$ cat src/rtl/mem_port_arbiter_if.sv
// mem_port_arbiter_if: bundles the fetch, data and memory-side signals of the
// shared memory port. The arbiter connects through the slave modport; the
// core/memory environment connects through the master modport.
interface mem_port_arbiter_if #(
  parameter int ADDR_W = 32,
  parameter int DATA_W = 32
);
  // Fetch side
  logic                  if_req;
  logic [ADDR_W-1:0]     if_addr;
  logic                  if_ack;
  logic [DATA_W-1:0]     if_rdata;
  // Data (load/store) side
  logic                  d_req;
  logic                  d_we;
  logic [ADDR_W-1:0]     d_addr;
  logic [DATA_W-1:0]     d_wdata;
  logic [DATA_W/8-1:0]   d_wstrb;
  logic                  d_ack;
  logic [DATA_W-1:0]     d_rdata;
  // Status
  logic                  err;
  logic                  stall;
  // Unified memory side
  logic                  mem_valid;
  logic                  mem_we;
  logic [ADDR_W-1:0]     mem_addr;
  logic [DATA_W-1:0]     mem_wdata;
  logic [DATA_W/8-1:0]   mem_wstrb;
  logic                  mem_ready;
  logic [DATA_W-1:0]     mem_rdata;

  modport slave (
    input  if_req, if_addr, d_req, d_we, d_addr, d_wdata, d_wstrb,
           mem_ready, mem_rdata,
    output if_ack, if_rdata, d_ack, d_rdata, err, stall,
           mem_valid, mem_we, mem_addr, mem_wdata, mem_wstrb
  );

  modport master (
    output if_req, if_addr, d_req, d_we, d_addr, d_wdata, d_wstrb,
           mem_ready, mem_rdata,
    input  if_ack, if_rdata, d_ack, d_rdata, err, stall,
           mem_valid, mem_we, mem_addr, mem_wdata, mem_wstrb
  );
endinterface

$ cat src/rtl/mem_port_arbiter.sv
// mem_port_arbiter: shares one memory port between instruction fetch and
// data access. Request/grant FSM (IDLE -> GNT_IF/GNT_D -> RESP) with a
// wait-state counter and a bus-timeout abort after WAIT_MAX wait cycles
// (WAIT_MAX = 0 disables the timeout).
// Optional feature: define MEM_ARB_RR_EN for round-robin arbitration on a
// tie; otherwise data always wins a tie.
module mem_port_arbiter #(
  parameter int ADDR_W   = 32,
  parameter int DATA_W   = 32,
  parameter int WAIT_MAX = 15
) (
  input  logic                clk,
  input  logic                rst,
  mem_port_arbiter_if.slave   bus
);

  localparam int STRB_W = DATA_W / 8;
  // At least one bit so the counter exists even with the timeout disabled.
  localparam int CNT_W  = (WAIT_MAX > 0) ? $clog2(WAIT_MAX + 1) : 1;
  localparam logic [CNT_W-1:0] CNT_MAX = CNT_W'(WAIT_MAX);

  typedef enum logic [1:0] {IDLE, GNT_IF, GNT_D, RESP} state_t;
  typedef enum logic {SEL_IF, SEL_D} sel_t;

  state_t              state_q, state_d;
  sel_t                last_gnt_q, last_gnt_d;
  logic [CNT_W-1:0]    wait_cnt_q, wait_cnt_d;
  logic                mem_valid_q, mem_valid_d;
  logic                mem_we_q, mem_we_d;
  logic [ADDR_W-1:0]   mem_addr_q, mem_addr_d;
  logic [DATA_W-1:0]   mem_wdata_q, mem_wdata_d;
  logic [STRB_W-1:0]   mem_wstrb_q, mem_wstrb_d;
  logic                err_q, err_d;
  logic [DATA_W-1:0]   if_rdata_q, if_rdata_d;
  logic [DATA_W-1:0]   d_rdata_q, d_rdata_d;

  logic tie_to_d;
  logic pick_d;
  logic timeout_hit;
  logic if_ack;
  logic d_ack;

  // On a tie, decide whether data wins.
`ifdef MEM_ARB_RR_EN
  assign tie_to_d = (last_gnt_q == SEL_IF);
`else
  assign tie_to_d = 1'b1;
`endif

  assign pick_d      = bus.d_req & (~bus.if_req | tie_to_d);
  assign timeout_hit = (WAIT_MAX > 0) && (wait_cnt_q == CNT_MAX);

  // Acks are exactly the RESP cycle, routed to whichever side was granted.
  assign if_ack = (state_q == RESP) && (last_gnt_q == SEL_IF);
  assign d_ack  = (state_q == RESP) && (last_gnt_q == SEL_D);

  assign bus.if_ack    = if_ack;
  assign bus.d_ack     = d_ack;
  assign bus.if_rdata  = if_rdata_q;
  assign bus.d_rdata   = d_rdata_q;
  assign bus.err       = err_q;
  assign bus.stall     = (bus.if_req & ~if_ack) | (bus.d_req & ~d_ack);
  assign bus.mem_valid = mem_valid_q;
  assign bus.mem_we    = mem_we_q;
  assign bus.mem_addr  = mem_addr_q;
  assign bus.mem_wdata = mem_wdata_q;
  assign bus.mem_wstrb = mem_wstrb_q;

  // Next-state and next-output logic for the request/grant FSM.
  always_comb begin
    // NOTE: every _d gets a default before the case, so no path can infer a latch.
    state_d     = state_q;
    last_gnt_d  = last_gnt_q;
    wait_cnt_d  = wait_cnt_q;
    mem_valid_d = mem_valid_q;
    mem_we_d    = mem_we_q;
    mem_addr_d  = mem_addr_q;
    mem_wdata_d = mem_wdata_q;
    mem_wstrb_d = mem_wstrb_q;
    err_d       = 1'b0;
    if_rdata_d  = if_rdata_q;
    d_rdata_d   = d_rdata_q;

    unique case (state_q)
      IDLE: begin
        if (bus.if_req || bus.d_req) begin
          mem_valid_d = 1'b1;
          if (pick_d) begin
            state_d     = GNT_D;
            last_gnt_d  = SEL_D;
            mem_we_d    = bus.d_we;
            mem_addr_d  = bus.d_addr;
            mem_wdata_d = bus.d_we ? bus.d_wdata : '0;
            mem_wstrb_d = bus.d_we ? bus.d_wstrb : '0;
          end else begin
            state_d     = GNT_IF;
            last_gnt_d  = SEL_IF;
            mem_we_d    = 1'b0;
            mem_addr_d  = bus.if_addr;
            mem_wdata_d = '0;
            mem_wstrb_d = '0;
          end
        end
      end

      GNT_IF, GNT_D: begin
        if (bus.mem_ready) begin
          mem_valid_d = 1'b0;
          state_d     = RESP;
          if (state_q == GNT_IF) if_rdata_d = bus.mem_rdata;
          else                   d_rdata_d  = bus.mem_rdata;
        end else if (timeout_hit) begin
          mem_valid_d = 1'b0;
          state_d     = RESP;
          err_d       = 1'b1;
          if (state_q == GNT_IF) if_rdata_d = '0;
          else                   d_rdata_d  = '0;
        end else if (WAIT_MAX > 0) begin
          wait_cnt_d = wait_cnt_q + 1'b1;
        end
      end

      RESP: begin
        // No grant here: a request still high during its ack is not re-granted.
        wait_cnt_d = '0;
        state_d    = IDLE;
      end

      default: state_d = IDLE;
    endcase
  end

  // State and output registers; reset drops mem_valid asynchronously.
  always_ff @(posedge clk or posedge rst) begin
    if (rst) begin
      state_q     <= IDLE;
      last_gnt_q  <= SEL_IF;
      wait_cnt_q  <= '0;
      mem_valid_q <= 1'b0;
      mem_we_q    <= 1'b0;
      mem_addr_q  <= '0;
      mem_wdata_q <= '0;
      mem_wstrb_q <= '0;
      err_q       <= 1'b0;
      // NOTE: the read-data holding registers are reset too, so loads never expose X after reset.
      if_rdata_q  <= '0;
      d_rdata_q   <= '0;
    end else begin
      // NOTE: non-blocking assignments here so every flop samples pre-edge values.
      state_q     <= state_d;
      last_gnt_q  <= last_gnt_d;
      wait_cnt_q  <= wait_cnt_d;
      mem_valid_q <= mem_valid_d;
      mem_we_q    <= mem_we_d;
      mem_addr_q  <= mem_addr_d;
      mem_wdata_q <= mem_wdata_d;
      mem_wstrb_q <= mem_wstrb_d;
      err_q       <= err_d;
      if_rdata_q  <= if_rdata_d;
      d_rdata_q   <= d_rdata_d;
    end
  end

endmodule

$ cat src/flat_wrapper.sv
// flat-port wrapper written by rule: the top's interface ports become plain ports
module mem_port_arbiter_flat 
#(
  parameter int ADDR_W   = 32,
  parameter int DATA_W   = 32,
  parameter int WAIT_MAX = 15
)
  (clk, rst, bus_if_req, bus_if_addr, bus_d_req, bus_d_we, bus_d_addr, bus_d_wdata, bus_d_wstrb, bus_mem_ready, bus_mem_rdata, bus_if_ack, bus_if_rdata, bus_d_ack, bus_d_rdata, bus_err, bus_stall, bus_mem_valid, bus_mem_we, bus_mem_addr, bus_mem_wdata, bus_mem_wstrb);
  mem_port_arbiter_if #(.ADDR_W(ADDR_W), .DATA_W(DATA_W)) bus_i ();
  input  logic clk;
  input  logic rst;
  input wire logic [$bits(bus_i.if_req)-1:0] bus_if_req;
  input wire logic [$bits(bus_i.if_addr)-1:0] bus_if_addr;
  input wire logic [$bits(bus_i.d_req)-1:0] bus_d_req;
  input wire logic [$bits(bus_i.d_we)-1:0] bus_d_we;
  input wire logic [$bits(bus_i.d_addr)-1:0] bus_d_addr;
  input wire logic [$bits(bus_i.d_wdata)-1:0] bus_d_wdata;
  input wire logic [$bits(bus_i.d_wstrb)-1:0] bus_d_wstrb;
  input wire logic [$bits(bus_i.mem_ready)-1:0] bus_mem_ready;
  input wire logic [$bits(bus_i.mem_rdata)-1:0] bus_mem_rdata;
  output wire logic [$bits(bus_i.if_ack)-1:0] bus_if_ack;
  output wire logic [$bits(bus_i.if_rdata)-1:0] bus_if_rdata;
  output wire logic [$bits(bus_i.d_ack)-1:0] bus_d_ack;
  output wire logic [$bits(bus_i.d_rdata)-1:0] bus_d_rdata;
  output wire logic [$bits(bus_i.err)-1:0] bus_err;
  output wire logic [$bits(bus_i.stall)-1:0] bus_stall;
  output wire logic [$bits(bus_i.mem_valid)-1:0] bus_mem_valid;
  output wire logic [$bits(bus_i.mem_we)-1:0] bus_mem_we;
  output wire logic [$bits(bus_i.mem_addr)-1:0] bus_mem_addr;
  output wire logic [$bits(bus_i.mem_wdata)-1:0] bus_mem_wdata;
  output wire logic [$bits(bus_i.mem_wstrb)-1:0] bus_mem_wstrb;
  assign bus_i.if_req = bus_if_req;
  assign bus_i.if_addr = bus_if_addr;
  assign bus_i.d_req = bus_d_req;
  assign bus_i.d_we = bus_d_we;
  assign bus_i.d_addr = bus_d_addr;
  assign bus_i.d_wdata = bus_d_wdata;
  assign bus_i.d_wstrb = bus_d_wstrb;
  assign bus_i.mem_ready = bus_mem_ready;
  assign bus_i.mem_rdata = bus_mem_rdata;
  assign bus_if_ack = bus_i.if_ack;
  assign bus_if_rdata = bus_i.if_rdata;
  assign bus_d_ack = bus_i.d_ack;
  assign bus_d_rdata = bus_i.d_rdata;
  assign bus_err = bus_i.err;
  assign bus_stall = bus_i.stall;
  assign bus_mem_valid = bus_i.mem_valid;
  assign bus_mem_we = bus_i.mem_we;
  assign bus_mem_addr = bus_i.mem_addr;
  assign bus_mem_wdata = bus_i.mem_wdata;
  assign bus_mem_wstrb = bus_i.mem_wstrb;
  mem_port_arbiter #(.ADDR_W(ADDR_W), .DATA_W(DATA_W), .WAIT_MAX(WAIT_MAX)) u_core (.clk(clk), .rst(rst), .bus(bus_i));
endmodule
$ cat config.mk
export PLATFORM = sky130hd
export DESIGN_NAME = mem_port_arbiter_flat
export DESIGN_NICKNAME = d
export VERILOG_FILES = /design/src/rtl/mem_port_arbiter_if.sv /design/src/rtl/mem_port_arbiter.sv /design/src/flat_wrapper.sv
export SDC_FILE = /design/constraint.sdc
export NUM_CORES = 1
export LEC_CHECK = 0
export CORE_MARGIN = 3
export CORE_UTILIZATION = 37
export DETAILED_ROUTE_END_ITERATION = 8
export PLACE_DENSITY = 0.76
export SLEW_MARGIN = 20
export SYNTH_ARGS = -nofsm -noshare
export SYNTH_HDL_FRONTEND = slang
export SYNTH_SLANG_ARGS = --single-unit
export TNS_END_PERCENT = 50
$ cat constraint.sdc
create_clock -name clk -period 4.2 [get_ports clk]
set_input_delay 0.63 -clock clk [delete_from_list [all_inputs] [get_ports clk]]
set_output_delay 0.63 -clock clk [all_outputs]
set_load 0.005 [all_outputs]
==> qor.txt <==
clock buffer depth - 2
Post CTS Setup Buffer Count - 0
Detailed Routing Iterations Pass 1 - 4
top cell type's share of synthesized area - 0.627
final non-filler cell total - 893
CTS tree - built
Required @ worst endpoint - 3.57 ns
core area - 14800 sq um
CP Class - reg -> out
placed cells - 861
H-tree depth - 4
worst-skew pair later-pin latency - 0.41 ns
# nets final - 840
vias in the first global route - 4859
initial antenna violation count - 0
post_cts resized - 0
CP endpoint kind - primary output
Tcrit/Tclk final - 0.623
# fillers - 1186
WP data arrival - 1.99 ns
leading area contributor after synthesis - dfrtp_1
share of cells above drive strength 1 - 0.0691
Synth Cell Area - 5660 sq um
Placed Area - 8490 sq um
WL/cell - 18.5 um
Port Buffers - 275
slew of the pin with the lowest slew margin - 0.858 ns
Vias - 4674
clock-pin slew on the worst setup and hold paths - 0.06 ns
routability congestion estimate - 0.823
Final Cell Area - 9140 sq um
ranking of synthesized cells by area - dfrtp_1 63%, a22o_1 16%, mux2i_1 6.2%
M1 WL - 6420 um
Rel. slew slack - 0.427
Initial Util - 0.384
fin worst setup slack - 1.58 ns
Antenna Violating Nets Remaining - 0
number of remaining DRC errors - 0
skew final - 0.00768 ns
post-synthesis area per instance - 13.2 sq um
leakage - 4.15 nW
DIE AREA - 16800 sq um
DRT Wirelength - 16600 um
Seq cells post-synth - 142
pin count of the biggest net entering global routing - 81
met3 WL post-DR - 1620 um
commonest non-fill, non-tap cell in the layout - clkdlybuf4s50_1
CP Cell Sequence - ha_1 > and2_1 > o22ai_1 > clkdlybuf4s50_1
Die H - 130 um
gr usage total - 0.196
CP startpoint kind - flip-flop
Max Cap Viol - 0
Highest Signal Layer - met4
final hold vios - 0
standard-cell row count - 44
DP Wirelength - 12200 um
wire length on met2 - 8260 um
crit path time final - 2.62 ns
worst slack at placement - 1.53 ns
Worst Path Max Fanout - 5
synthesized instance count - 430
# hold bufs at CTS - 0
# diodes - 0
post-layout util - 0.620
outcome - completed
RSZ-0062 raised after global routing - false
fin. max-slew vios - 0
Boundary Pins - 276
total grt overflow - 0
setup TNS - 0 ns
Worst VDD drop - 0.000303 V
Top Family by Delay on Critical Path - buffers and inverters
HP Class - reg -> reg
CP max-delay cell - clkdlybuf4s50_1
routed vias/inst - 5.23
most frequent cells in the layout - 274 x clkdlybuf4s50_1, 142 x dfrtp_1, 101 x a22o_1
sequential-to-total area share from yosys stat - 0.627
max incr delay on CP - 0.52 ns
WP buf/inv - 1
syn nets - 574
Pwr Density - 728 nW/um^2
die width - 130 um
P&R area growth vs syn - 61.4%
total CTS buffers - 17
Setup Viol. Count Final - 0
YS warnings - 0
clock root cell - clkbuf_16
First DRT Iteration DRCs - 199
Yosys cell types - 36
CTS sink cnt - 142
first-pass GRT wire length - 25800 um
Peak Freq - 0.382 GHz
worst paths after layout:
| check | from | to | slack, ns | depth (start not counted) |
|---|---|---|---|---|
| worst max-delay path | u_core.state_q[0] | bus_stall | 1.58 | 4 |
| worst min-delay path | u_core.bus.mem_addr[30] | u_core.bus.mem_addr[30] | 0.48 | 2 |
| worst min register to register | u_core.bus.mem_addr[30] | u_core.bus.mem_addr[30] | 0.48 | 2 |
| max in group asynchronous | rst | u_core.bus.d_rdata[16] | 2.61 | 3 |
| worst max register to register | u_core.state_q[0] | u_core.bus.if_rdata[19] | 2.09 | 4 |
| min in group asynchronous | rst | u_core.bus.mem_addr[15] | 0.74 | 2 |
layer usage:
layer | GRT usage | up-vias
li1 | - | 2114
met4 | 0.0660 | 0
met1 | 0.237 | 2303
met2 | 0.320 | 234
met5 | 0 | -
met3 | 0.0790 | 23
cell usage after synthesis:
cell	number
nand2_1	37
and2_1	1
buf_2	23
nor3b_1	1
a21oi_1	4
a22o_1	101
nand3b_1	1
o21ba_2	1
mux2i_1	35
and2b_1	1
dfrtp_1	142
nor4b_1	1
o21ai_1	3
a211o_1	1
a21o_1	2
ha_1	6
nor2b_4	1
buf_6	2
buf_8	3
buf_4	4
nand3_2	1
inv_1	7
nor2_1	3
nor3_1	1
clkbuf_1	2
and3_1	3
nor2b_1	2
o21ai_0	32
o211ai_1	1
and2_4	1
o311ai_1	1
mux2_1	2
o22ai_1	1
nor2b_2	1
nand3_1	1
a31o_2	1
per-stage QoR:
stage | total power [mW] | hold WS, ns
6_report | 6.66 | 0.477
5_1_grt | 7.06 | 0.505
4_1_cts | 6.73 | 0.483
3_5_place_dp | 5.07 | 0.469
3_3_place_gp | 4.94 | 0.462
2_1_floorplan | 3.54 | 0.473
sequential cells by signal, indices dropped and copies added, names as in the netlist, 2 cells and up:
register and count:
u_core.bus.mem_wdata 32, u_core.bus.mem_wstrb 4, u_core.state_q 2, u_core.bus.if_rdata 32, u_core.wait_cnt_q 4, u_core.bus.d_rdata 32, u_core.bus.mem_addr 32
power breakdown:
group | internal, mW | switching, mW | total [mW]
Clock | 1.02 | 0.604 | 1.63
Combinational | 1.64 | 1.05 | 2.69
Sequential | 1.97 | 0.369 | 2.34
Total | 4.63 | 2.02 | 6.66
worst reg2reg max path, cell delays in order, from the launching register on:
cell and delay (ns):
dfrtp_1 0.40, inv_1 0.10, ha_1 0.47, nand3_2 0.61, a22o_1 0.43
cell families (layout without fill, tap and decap cells):
| logic type | after synthesis | count (layout) | synth area share |
|---|---|---|---|
| buffers and inverters | 41 | 320 | 0.0435 |
| multiplexers | 37 | 37 | 0.0658 |
| flip-flops | 142 | 142 | 0.627 |
| AO/OA/AOI/OAI | 148 | 148 | 0.202 |
| AND/OR/NAND/NOR | 56 | 56 | 0.0477 |
| adder cells (fa/ha/maj) | 6 | 6 | 0.0133 |
final cells by class:
class                   count  area (sq um)  share of cell area
clock buffers              18           439              0.0480
clock inverters            14           205              0.0224
inverters                   7          30.0             0.00328
multi-input cells         247          1880               0.205
flip-flops and latches    142          3550               0.389
well taps                 184           230              0.0252
repair buffers            281          2810               0.307
Note: power is estimated with default switching activity, not from simulation.
